`config.mk`:
```
export PLATFORM = sky130hd
export DESIGN_NAME = c_fetch_realign_buf
export DESIGN_NICKNAME = d
export VERILOG_FILES = /design/src/rtl/c_fetch_pkg.sv /design/src/rtl/c_hw_fifo.sv /design/src/rtl/c_fetch_realign_buf.sv
export SDC_FILE = /design/constraint.sdc
export NUM_CORES = 1
export LEC_CHECK = 0
export CORE_MARGIN = 8
export CORE_UTILIZATION = 49
export CTS_CLUSTER_DIAMETER = 40
export DETAILED_ROUTE_END_ITERATION = 8
export HOLD_SLACK_MARGIN = 0.02
export MAX_ROUTING_LAYER = met4
export PLACE_DENSITY_LB_ADDON = 0.1
export SLEW_MARGIN = 0
export SYNTH_ARGS = -nofsm -noshare
export SYNTH_HDL_FRONTEND = slang
export SYNTH_SLANG_ARGS = --single-unit
```
`constraint.sdc`:
```
create_clock -name clk -period 4.21 [get_ports clk]
set_input_delay 0.6315 -clock clk [delete_from_list [all_inputs] [get_ports clk]]
set_output_delay 0.6315 -clock clk [all_outputs]
set_load 0.1 [all_outputs]
```
`src/rtl/c_fetch_pkg.sv`:
```
`default_nettype none
// ============================================================================
//  Module      : c_fetch_pkg
//  Description : Shared types, constants and helpers for the fetch realigner.
//  Revision    : 1.0 - initial release
// ============================================================================
package c_fetch_pkg;

    typedef enum logic [0:0] {
        S_ALIGN = 1'b0,
        S_RUN   = 1'b1
    } rb_state_e;

    localparam logic [31:0] c_nop = 32'h0000_0013;

    // Number of 16-bit halfwords carried by one fetch word.
    function automatic int fetch_hw(input int fetch_w);
        return fetch_w / 16;
    endfunction

    function automatic logic is_rvc(input logic [15:0] hw);
        return hw[1:0] != 2'b11;
    endfunction

endpackage
`default_nettype wire

```
`src/rtl/c_hw_fifo.sv`:
```
`default_nettype none
// ============================================================================
//  Module      : c_hw_fifo
//  Description : Halfword circular FIFO. Pushes up to FETCH_HW halfwords per
//                cycle starting at a slot offset, pops 1 or 2 per cycle.
//  Revision    : 1.0 - initial release
// ============================================================================
module c_hw_fifo #(
    parameter int FETCH_HW = 2,
    parameter int BUF_HW   = 8,
    localparam int PTR_W   = $clog2(BUF_HW),
    localparam int CNT_W   = $clog2(BUF_HW + 1),
    localparam int SKIP_W  = (FETCH_HW > 1) ? $clog2(FETCH_HW) : 1
) (
    input  logic                   clk,
    input  logic                   reset,
    input  logic                   flush,
    input  logic                   push_en,
    input  logic [SKIP_W-1:0]      push_skip,
    input  logic [FETCH_HW*16-1:0] push_data,
    input  logic                   pop_en,
    input  logic                   pop_two,
    output logic [15:0]            head0,
    output logic [15:0]            head1,
    output logic [CNT_W-1:0]       count
);

    logic [15:0]      r_mem [BUF_HW];
    logic [PTR_W-1:0] r_rd_ptr;
    logic [PTR_W-1:0] r_wr_ptr;
    logic [CNT_W-1:0] r_count;

    logic [CNT_W-1:0] w_push_cnt;
    logic [CNT_W-1:0] w_pop_cnt;
    logic [PTR_W-1:0] w_rd_ptr_p1;
    logic             w_slot_en  [FETCH_HW];
    logic [PTR_W-1:0] w_slot_idx [FETCH_HW];

    assign w_push_cnt  = push_en ? (CNT_W'(FETCH_HW) - CNT_W'(push_skip)) : '0;
    assign w_pop_cnt   = pop_en ? (pop_two ? CNT_W'(2) : CNT_W'(1)) : '0;
    assign w_rd_ptr_p1 = r_rd_ptr + PTR_W'(1);

    // Slot j lands at wr_ptr + (j - skip) so skipped leading slots leave no hole.
    for (genvar j = 0; j < FETCH_HW; j++) begin : g_slot
        assign w_slot_en[j]  = push_en && (SKIP_W'(j) >= push_skip);
        assign w_slot_idx[j] = r_wr_ptr + PTR_W'(j) - PTR_W'(push_skip);
    end

    always_ff @(posedge clk) begin
        for (int j = 0; j < FETCH_HW; j++) begin
            if (w_slot_en[j]) begin
                r_mem[w_slot_idx[j]] <= push_data[j*16 +: 16];
            end
        end
    end

    always_ff @(posedge clk) begin
        if (reset || flush) begin
            r_rd_ptr <= '0;
            r_wr_ptr <= '0;
            r_count  <= '0;
        end else begin
            r_wr_ptr <= r_wr_ptr + PTR_W'(w_push_cnt);
            r_rd_ptr <= r_rd_ptr + PTR_W'(w_pop_cnt);
            r_count  <= r_count + w_push_cnt - w_pop_cnt;
        end
    end

    assign head0 = r_mem[r_rd_ptr];
    assign head1 = r_mem[w_rd_ptr_p1];
    assign count = r_count;

endmodule
`default_nettype wire

```
`src/rtl/c_fetch_realign_buf.sv`:
```
`default_nettype none
// ============================================================================
//  Module      : c_fetch_realign_buf
//  Description : RV32IC fetch realignment buffer between I-cache and decode;
//                emits one aligned instruction per cycle with PC and RVC flag.
//  Revision    : 1.0 - initial release
// ============================================================================
module c_fetch_realign_buf
    import c_fetch_pkg::*;
#(
    parameter int          FETCH_W  = 32,
    parameter int          BUF_HW   = 8,
    parameter logic [31:0] RESET_PC = 32'h0
) (
    input  logic                         clk,
    input  logic                         reset,
    input  logic                         sel_for_branch,
    input  logic [31:0]                  redirect_pc_i,
    input  logic                         fetch_valid_i,
    input  logic [31:0]                  fetch_pc_i,
    input  logic [FETCH_W-1:0]           fetch_data_i,
    output logic                         fetch_ready_o,
    output logic                         inst_valid_o,
    input  logic                         inst_ready_i,
    output logic [31:0]                  inst_o,
    output logic                         inst_is_c_o,
    output logic [31:0]                  pc_o,
    output logic [$clog2(BUF_HW+1)-1:0]  occupancy_o
);

    localparam int          c_fetch_hw    = fetch_hw(FETCH_W);
    localparam int          c_fetch_bytes = FETCH_W / 8;
    localparam int          c_off_w       = $clog2(c_fetch_bytes);
    localparam int          c_skip_w      = c_off_w - 1;
    localparam int          c_cnt_w       = $clog2(BUF_HW + 1);
    localparam logic [31:0] c_align_mask  = ~(32'(c_fetch_bytes) - 32'd1);
    localparam logic [c_skip_w-1:0] c_reset_skip = RESET_PC[c_off_w-1:1];

    rb_state_e             r_state;
    rb_state_e             w_state_nxt;
    logic [31:0]           r_pc;
    logic [31:0]           r_exp_pc;
    logic [c_skip_w-1:0]   r_skip;

    logic                  w_accept;
    logic                  w_match;
    logic [c_skip_w-1:0]   w_push_skip;
    logic [15:0]           w_hw0;
    logic [15:0]           w_hw1;
    logic [c_cnt_w-1:0]    w_count;
    logic                  w_is_c;
    logic                  w_inst_valid;
    logic                  w_pop;

    // Ready is a function of the pre-pop count only, keeping inst_ready_i off this path.
    assign fetch_ready_o = (w_count <= c_cnt_w'(BUF_HW - c_fetch_hw));
    assign w_accept      = fetch_valid_i & fetch_ready_o & ~sel_for_branch;
    assign w_match       = w_accept & (fetch_pc_i == r_exp_pc);

    c_hw_fifo #(
        .FETCH_HW (c_fetch_hw),
        .BUF_HW   (BUF_HW)
    ) u_fifo (
        .clk       (clk),
        .reset     (reset),
        .flush     (sel_for_branch),
        .push_en   (w_match),
        .push_skip (w_push_skip),
        .push_data (fetch_data_i),
        .pop_en    (w_pop),
        .pop_two   (~w_is_c),
        .head0     (w_hw0),
        .head1     (w_hw1),
        .count     (w_count)
    );

    // Head decode: a 32-bit head with only one halfword present waits for the next word.
    assign w_is_c       = is_rvc(w_hw0);
    assign w_inst_valid = ~sel_for_branch &
                          (w_is_c ? (w_count != '0) : (w_count >= c_cnt_w'(2)));
    assign w_pop        = w_inst_valid & inst_ready_i;

    assign inst_valid_o = w_inst_valid;
    assign inst_is_c_o  = w_is_c;
    assign inst_o       = w_is_c ? {16'h0000, w_hw0} : {w_hw1, w_hw0};
    assign pc_o         = r_pc;
    assign occupancy_o  = w_count;

    always_ff @(posedge clk) begin
        if (reset) begin
            r_state <= S_ALIGN;
        end else begin
            r_state <= w_state_nxt;
        end
    end

    always_comb begin
        w_state_nxt = r_state;
        w_push_skip = '0;
        case (r_state)
            S_ALIGN: begin
                w_push_skip = r_skip;
                if (w_match) begin
                    w_state_nxt = S_RUN;
                end
            end
            S_RUN: begin
                w_state_nxt = S_RUN;
            end
        endcase
        if (sel_for_branch) begin
            w_state_nxt = S_ALIGN;
        end
    end

    always_ff @(posedge clk) begin
        if (reset) begin
            r_pc     <= RESET_PC;
            r_exp_pc <= RESET_PC & c_align_mask;
            r_skip   <= c_reset_skip;
        end else if (sel_for_branch) begin
            r_pc     <= redirect_pc_i & ~32'h1;
            r_exp_pc <= redirect_pc_i & c_align_mask;
            r_skip   <= redirect_pc_i[c_off_w-1:1];
        end else begin
            if (w_pop) begin
                r_pc <= r_pc + (w_is_c ? 32'd2 : 32'd4);
            end
            if (w_match) begin
                r_exp_pc <= r_exp_pc + 32'(c_fetch_bytes);
            end
        end
    end

endmodule
`default_nettype wire

```
Word-level counts from Yosys, hierarchy flattened
Memory sizes are Yosys's and may differ from the RTL's. A register that Yosys moved wholly into a read port is not among the register bits.
Cells that the tools add are included.
W data, S select, Z words.
- register bits: 76
- bits in writable memories: 128
- bits of input ports: 101
- logic and storage cells: 59
- memories: 1
- memories (name ; words ; width ; read ports ; clocked after memory_dff ; write ports ; line ; source):
    u_fifo.r_mem ; 8 ; 16 ; 2 ; 1 ; 2 ; c_hw_fifo.sv:28 ; logic [15:0] r_mem [BUF_HW];
- add/sub/neg operators: 11
- order comparisons: 4
- eq/ne operators: 2
- mux-type cells: 18
- bitwise operators: 7
- reduce and logical (&&, ||, !) cells: 7
- operators by type and width (cell ; number):
    $mux W32 ; 5
    $add A32 B3 Y32 ; 1
    $add A32 B3 Y32 const B ; 1
    $eq A32 B32 Y1 ; 1
    $mux W4 ; 2
    $mux W1 ; 7
    $add A3 B1 Y3 const B ; 2
    $add A3 B3 Y3 ; 2
    $mux W3 ; 2
    $sub A3 B1 Y3 ; 2
    $and A1 B1 Y1 ; 5
    $add A4 B4 Y4 ; 1
    $ge A4 B2 Y1 const B ; 1
    $le A4 B3 Y1 const B ; 1
    $reduce_bool A2 Y1 ; 2
    $reduce_bool A4 Y1 ; 1
    $sub A4 B4 Y4 ; 1
    $sub A2 B1 Y3 const A ; 1
    $ge A1 B1 Y1 const A ; 2
    $logic_and A1 B1 Y1 ; 2
    $mux W2 ; 1
    $ne A2 B2 Y1 const B ; 1
    $not A1 Y1 ; 2
    $pmux W1 S2 ; 1
    other kinds (2) ; 2

Depth between registers and ports, before layout
- depth in word-level cells: 7
- depth in mapped cells: 17

By module
A second synthesis with hierarchy kept.
- cell total of the unflattened synthesis: 998
- area, all modules: 12264.3 µm²
- by module, submodules not included (module ; times used ; cells an instance ; area each (µm²) ; sequential area each (µm²)):
    c_hw_fifo ; 1 ; 472 ; 8072.7 ; 4043.9
    c_fetch_realign_buf ; 1 ; 526 ; 4191.5 ; 1261.2

Worst setup path after synthesis
No wires, ideal clock.
- path type: register -> register
- from: register u_fifo.r_count[3], in the netlist u_fifo.count[3]
- to: register u_fifo.r_count[3], in the netlist u_fifo.count[3]
- arrival time: 5.599 ns
- path slack: -1.521 ns
- stages on the path, launching flop included: 18
- cells stage by stage: dfxtp_1 -> inv_1 -> ha_1 -> nand2_1 -> mux2i_1 -> and4b_1 -> buf_2 -> and3_1 -> clkbuf_1 -> buf_2 -> nand2_1 -> fa_1 -> inv_1 -> ha_1 -> a21o_1 -> a21oi_1 -> xnor2_1 -> nor3_1
- cells in the longest elaborated chain, start to end: 7
- elaborated cells between the ends (all ways): 13
- ends and longest elaborated chain (item ; line ; source):
    start: declaration ; c_hw_fifo.sv:31 ; logic [CNT_W-1:0] r_count;
    start signal: assignment ; c_hw_fifo.sv:65 ; r_count <= r_count + w_push_cnt - w_pop_cnt;
    $le A4 B3 Y1 ; c_fetch_realign_buf.sv:56 ; assign fetch_ready_o = (w_count <= c_cnt_w'(BUF_HW - c_fetch_hw));
    net fetch_ready_o ; c_fetch_realign_buf.sv:22 ; output logic fetch_ready_o,
    $and A1 B1 Y1 (2 in series) ; c_fetch_realign_buf.sv:57 ; assign w_accept = fetch_valid_i & fetch_ready_o & ~sel_for_branch;
    $and A1 B1 Y1 ; c_fetch_realign_buf.sv:58 ; assign w_match = w_accept & (fetch_pc_i == r_exp_pc);
    $mux W4 ; c_hw_fifo.sv:39 ; assign w_push_cnt = push_en ? (CNT_W'(FETCH_HW) - CNT_W'(push_skip)) : '0;
    $add A4 B4 Y4 ; c_hw_fifo.sv:65 ;
    $sub A4 B4 Y4 ; c_hw_fifo.sv:65 ;
The timed path passes the listed nets, and every way through them passes these cells.
A chain may end at the register's enable or synchronous reset.

==> summary.txt <==
Clock tree
  • Postcts setup bufs: 0
  • Clk slew on worst S/H paths: 50 ps
  • Worst-Skew Late Latency: 520 ps
  • Cts bufs inserted: 37
  • Root buf cell: clkbuf_16
  • CTS HTree Levels: 2
  • Post-cts sizing count: 0
  • Cts hold-fix bufs: 0
  • Clk buf depth: 3
  • CTS tree: built
  • Clock sink total: between 200 and 250

Power
  • PD cells: approximately 350 nW/um^2
  • Leakage: 0.00570 uW
  • Worst vdd ir: 0.000262 V
  • Total power: ~5700 uW

Route
  • DR WL/cell: 24.3 microns
  • Remaining DRCs: 0
  • Initial detailed-routing violation count: roughly 900
  • DRT Wirelength: 39.3 mm
  • Final ANT Viol Nets: 0
  • Via count: 9932
  • Routed vias/inst: 6.16
  • DR pass1 iterations: 5

Global route
  • Gr ovfl total: 0
  • Initial antenna violation count: 0
  • Number of global-route vias before repair: 10300
  • GRT Util Overall: 25.6%
  • First-pass GRT wire length: 60.3 mm
  • Largest net degree at the start of global routing: 84

Setup path
  • Worst Path Required: 3580 ps
  • Worst R2R End: pc_o[19]
  • Critical Path Max Stage Delay: 550 ps
  • Slowest-stage cell, CP: mux4_2
  • Worst Reg-to-Reg Cells: 12
  • CP bufs+invs: 3
  • Max Fanout on Critical Path: 21
  • Crit path kind: reg -> out
  • Critical Path AT: 3200 ps
  • Critical path's top delay family: multiplexers
  • Reg2reg setup slack: 430 ps
  • Crit path capture type: output pin
  • Crit path launch type: flop
  • Crit Reg-Reg Startpoint: u_fifo.r_rd_ptr[0]
  • CP Cell Sequence: mux4_2 -> mux2i_4 -> clkinvlp_4 -> nand2_2 -> buf_4 -> o21ai_1 -> nor2_2 -> buf_12

Layout
  • FF/Latch Area: about 5300 sq um
  • Area occupied by multi-input gates: 6940 sq um
  • Layout Cells excl Fill: 1613
  • Antenna Cells: 0
  • Final-layout fill cell count: 2040
  • Share of layout cells above drive strength 1: 26.8%
  • Finished Cell Area: 16300 sq um
  • P&R area growth vs syn: 28.1%
  • Final #Nets: 1375

Floorplanning
  • Core area: 25800 sq um
  • Die footprint: 31300 sq um
  • Initial Util: approximately half
  • Die Wd: 177 microns
  • Die Span Y: 177 microns
  • Rows: 59
  • I/O pin count: 172

STA
  • Final max-slew violation count: 0
  • Worst-Margin Slew: 1040 ps
  • Normalized max-slew margin: a little under a third
  • Final Cycle Share: 91.0%
  • Setup TNS: 0 ps
  • Hold slack: ~460 ps
  • RSZ-0062 raised after global routing: false
  • FMAX: 261 MHz
  • Final min period: roughly 3800 ps
  • Clock skew: a little under 30 ps
  • Final Hold Viols: 0
  • Final setup fails: 0

Synth
  • Distinct cells, synth: 75
  • Register area share after synthesis: about two fifths
  • Gate Count Post-Synth: 1075
  • Ys flop type: edfxtp_1
  • Yosys warns: 0
  • Synth async-reset ratio: 0%
  • Mapped Area: 12700 sq um
  • Post-synth EDFFs: around 130
  • Synthesis-stage register bit count: 201
  • Post-Syn Nets: ~1200
  • Syn_area_per_cell: 11.8 sq um

Flow run
  • Max-cap violations: 0

Min path
  • Hold Path Origin: r_state
  • End of the worst hold path: r_state
  • Hold Crit Class: reg -> reg
  • Hold Path Depth: 1

Placement
  • IO buf count: 169
  • Placed Cells: 1548
  • DP Wirelength: 27.1 mm
  • GPL Wtd Cong: 0.954
  • Placed inst area: 15100 sq um

Status
  • Status: finished clean
-- report_power, final --
group          switching, uW  internal, uW  total (uW)  leakage, uW
combinational            349           232         580      0.00335
clock                   1020          1920        2940     0.000595
sequential              59.2          2130        2190      0.00175
-- worst max path at each step --
stage / from / end / cells past startpoint
2_1_floorplan: u_fifo.count[2] / u_fifo.count[3] / 16
3_3_place_gp: fetch_pc_i[4] / u_fifo.count[3] / 13
3_5_place_dp: fetch_pc_i[19] / u_fifo.count[3] / 13
4_1_cts: u_fifo.r_rd_ptr[0] / inst_valid_o / 8
5_1_grt: u_fifo.r_rd_ptr[0] / pc_o[19] / 12
6_report: u_fifo.r_rd_ptr[0] / inst_valid_o / 8
-- registers in the layout, summed over array words and instances (netlist names) --
register,cells
r_skip,1
r_state,1
u_fifo.r_rd_ptr,3
u_fifo.count,4
r_exp_pc,30
u_fifo.r_mem,128
u_fifo.r_wr_ptr,3
pc_o,31
-- metrics by stage --
stage          utilization, %  setup slack (ps)
2_1_floorplan               -              8.46
3_3_place_gp             58.4               175
3_5_place_dp             58.4               130
4_1_cts                  63.2               380
5_1_grt                  63.2               279
6_report                 63.2               380
-- Yosys cell counts (4+ instances only) --
cell | instances | area share [%]
nand2_1 | 76 | 2.2
mux4_2 | 64 | 11
ha_1 | 17 | 1.7
o21bai_1 | 7 | 0.41
xor2_1 | 36 | 2.5
o311a_1 | 5 | 0.39
o21a_1 | 9 | 0.53
edfxtp_1 | 128 | 30
o2111ai_1 | 6 | 0.41
a211oi_1 | 9 | 0.53
a2111oi_0 | 4 | 0.28
fa_1 | 5 | 0.79
xnor2_1 | 15 | 1.0
o311ai_0 | 6 | 0.41
nand3_1 | 22 | 0.87
mux2_4 | 20 | 2.4
nand4_1 | 22 | 1.1
and2_1 | 12 | 0.59
and4_1 | 12 | 0.83
o211ai_1 | 15 | 0.89
a31oi_1 | 20 | 0.98
or4_1 | 15 | 0.89
buf_1 | 13 | 0.38
and3_1 | 13 | 0.64
buf_2 | 11 | 0.43
a21oi_1 | 40 | 1.6
o21ai_0 | 8 | 0.32
nor4_1 | 18 | 0.89
mux2i_1 | 7 | 0.55
nor2_1 | 47 | 1.4
mux2_2 | 80 | 7.1
o31a_1 | 12 | 0.83
nor3_1 | 22 | 0.87
clkbuf_1 | 39 | 1.2
mux2_1 | 42 | 3.7
buf_6 | 6 | 0.53
inv_1 | 41 | 1.2
a311oi_1 | 8 | 0.55
dfxtp_1 | 73 | 11
or3_1 | 12 | 0.59
buf_4 | 4 | 0.24
-- cell type report --
cell class	count	share of cell area (%)
clock buffer	45	6.06
clock inverter	20	1.45
inverter	43	1.01
multi-input combinational	755	42.6
sequential	201	32.7
tap	335	2.57
timing repair buffer	214	13.7
-- routing by layer --
metal | up-vias | GRT usage (%) | wire (microns)
li1 | 4569 | - | -
met1 | 4868 | 31.2 | 16000
met2 | 399 | 41.9 | 19100
met3 | 96 | 3.63 | 2500
met4 | 0 | 11.0 | 1660
met5 | - | - | 0
-- placed cells by master (no fill, tap or decap), drive strengths merged, types with 12 or more instances in the layout --
cell type        n
nand4           22
xor2            36
nand2           76
nand3           23
buf             81
clkdlybuf4s50  133
inv             46
nor4            22
nor2            47
o211ai          15
a31oi           20
xnor2           15
o31a            12
nor3            25
ha              17
or4             17
edfxtp         128
and4            12
or3             12
a21oi           40
mux4            64
dfxtp           73
mux2           142
clkbuf          45
and3            13
and2            12
-- kinds of logic (layout without fill, tap and decap cells) --
family,after synthesis,in the layout,synth area share (%)
AO/OA/AOI/OAI,173,173,9.86
XOR/XNOR,51,51,3.51
adder cells (fa/ha/maj),22,22,2.46
buffers and inverters,119,322,4.28
flip-flops,201,201,41.7
multiplexers,213,213,25.1
other,1,1,0.0295
AND/OR/NAND/NOR,295,295,13.0
(Power assumes the default switching activity.)
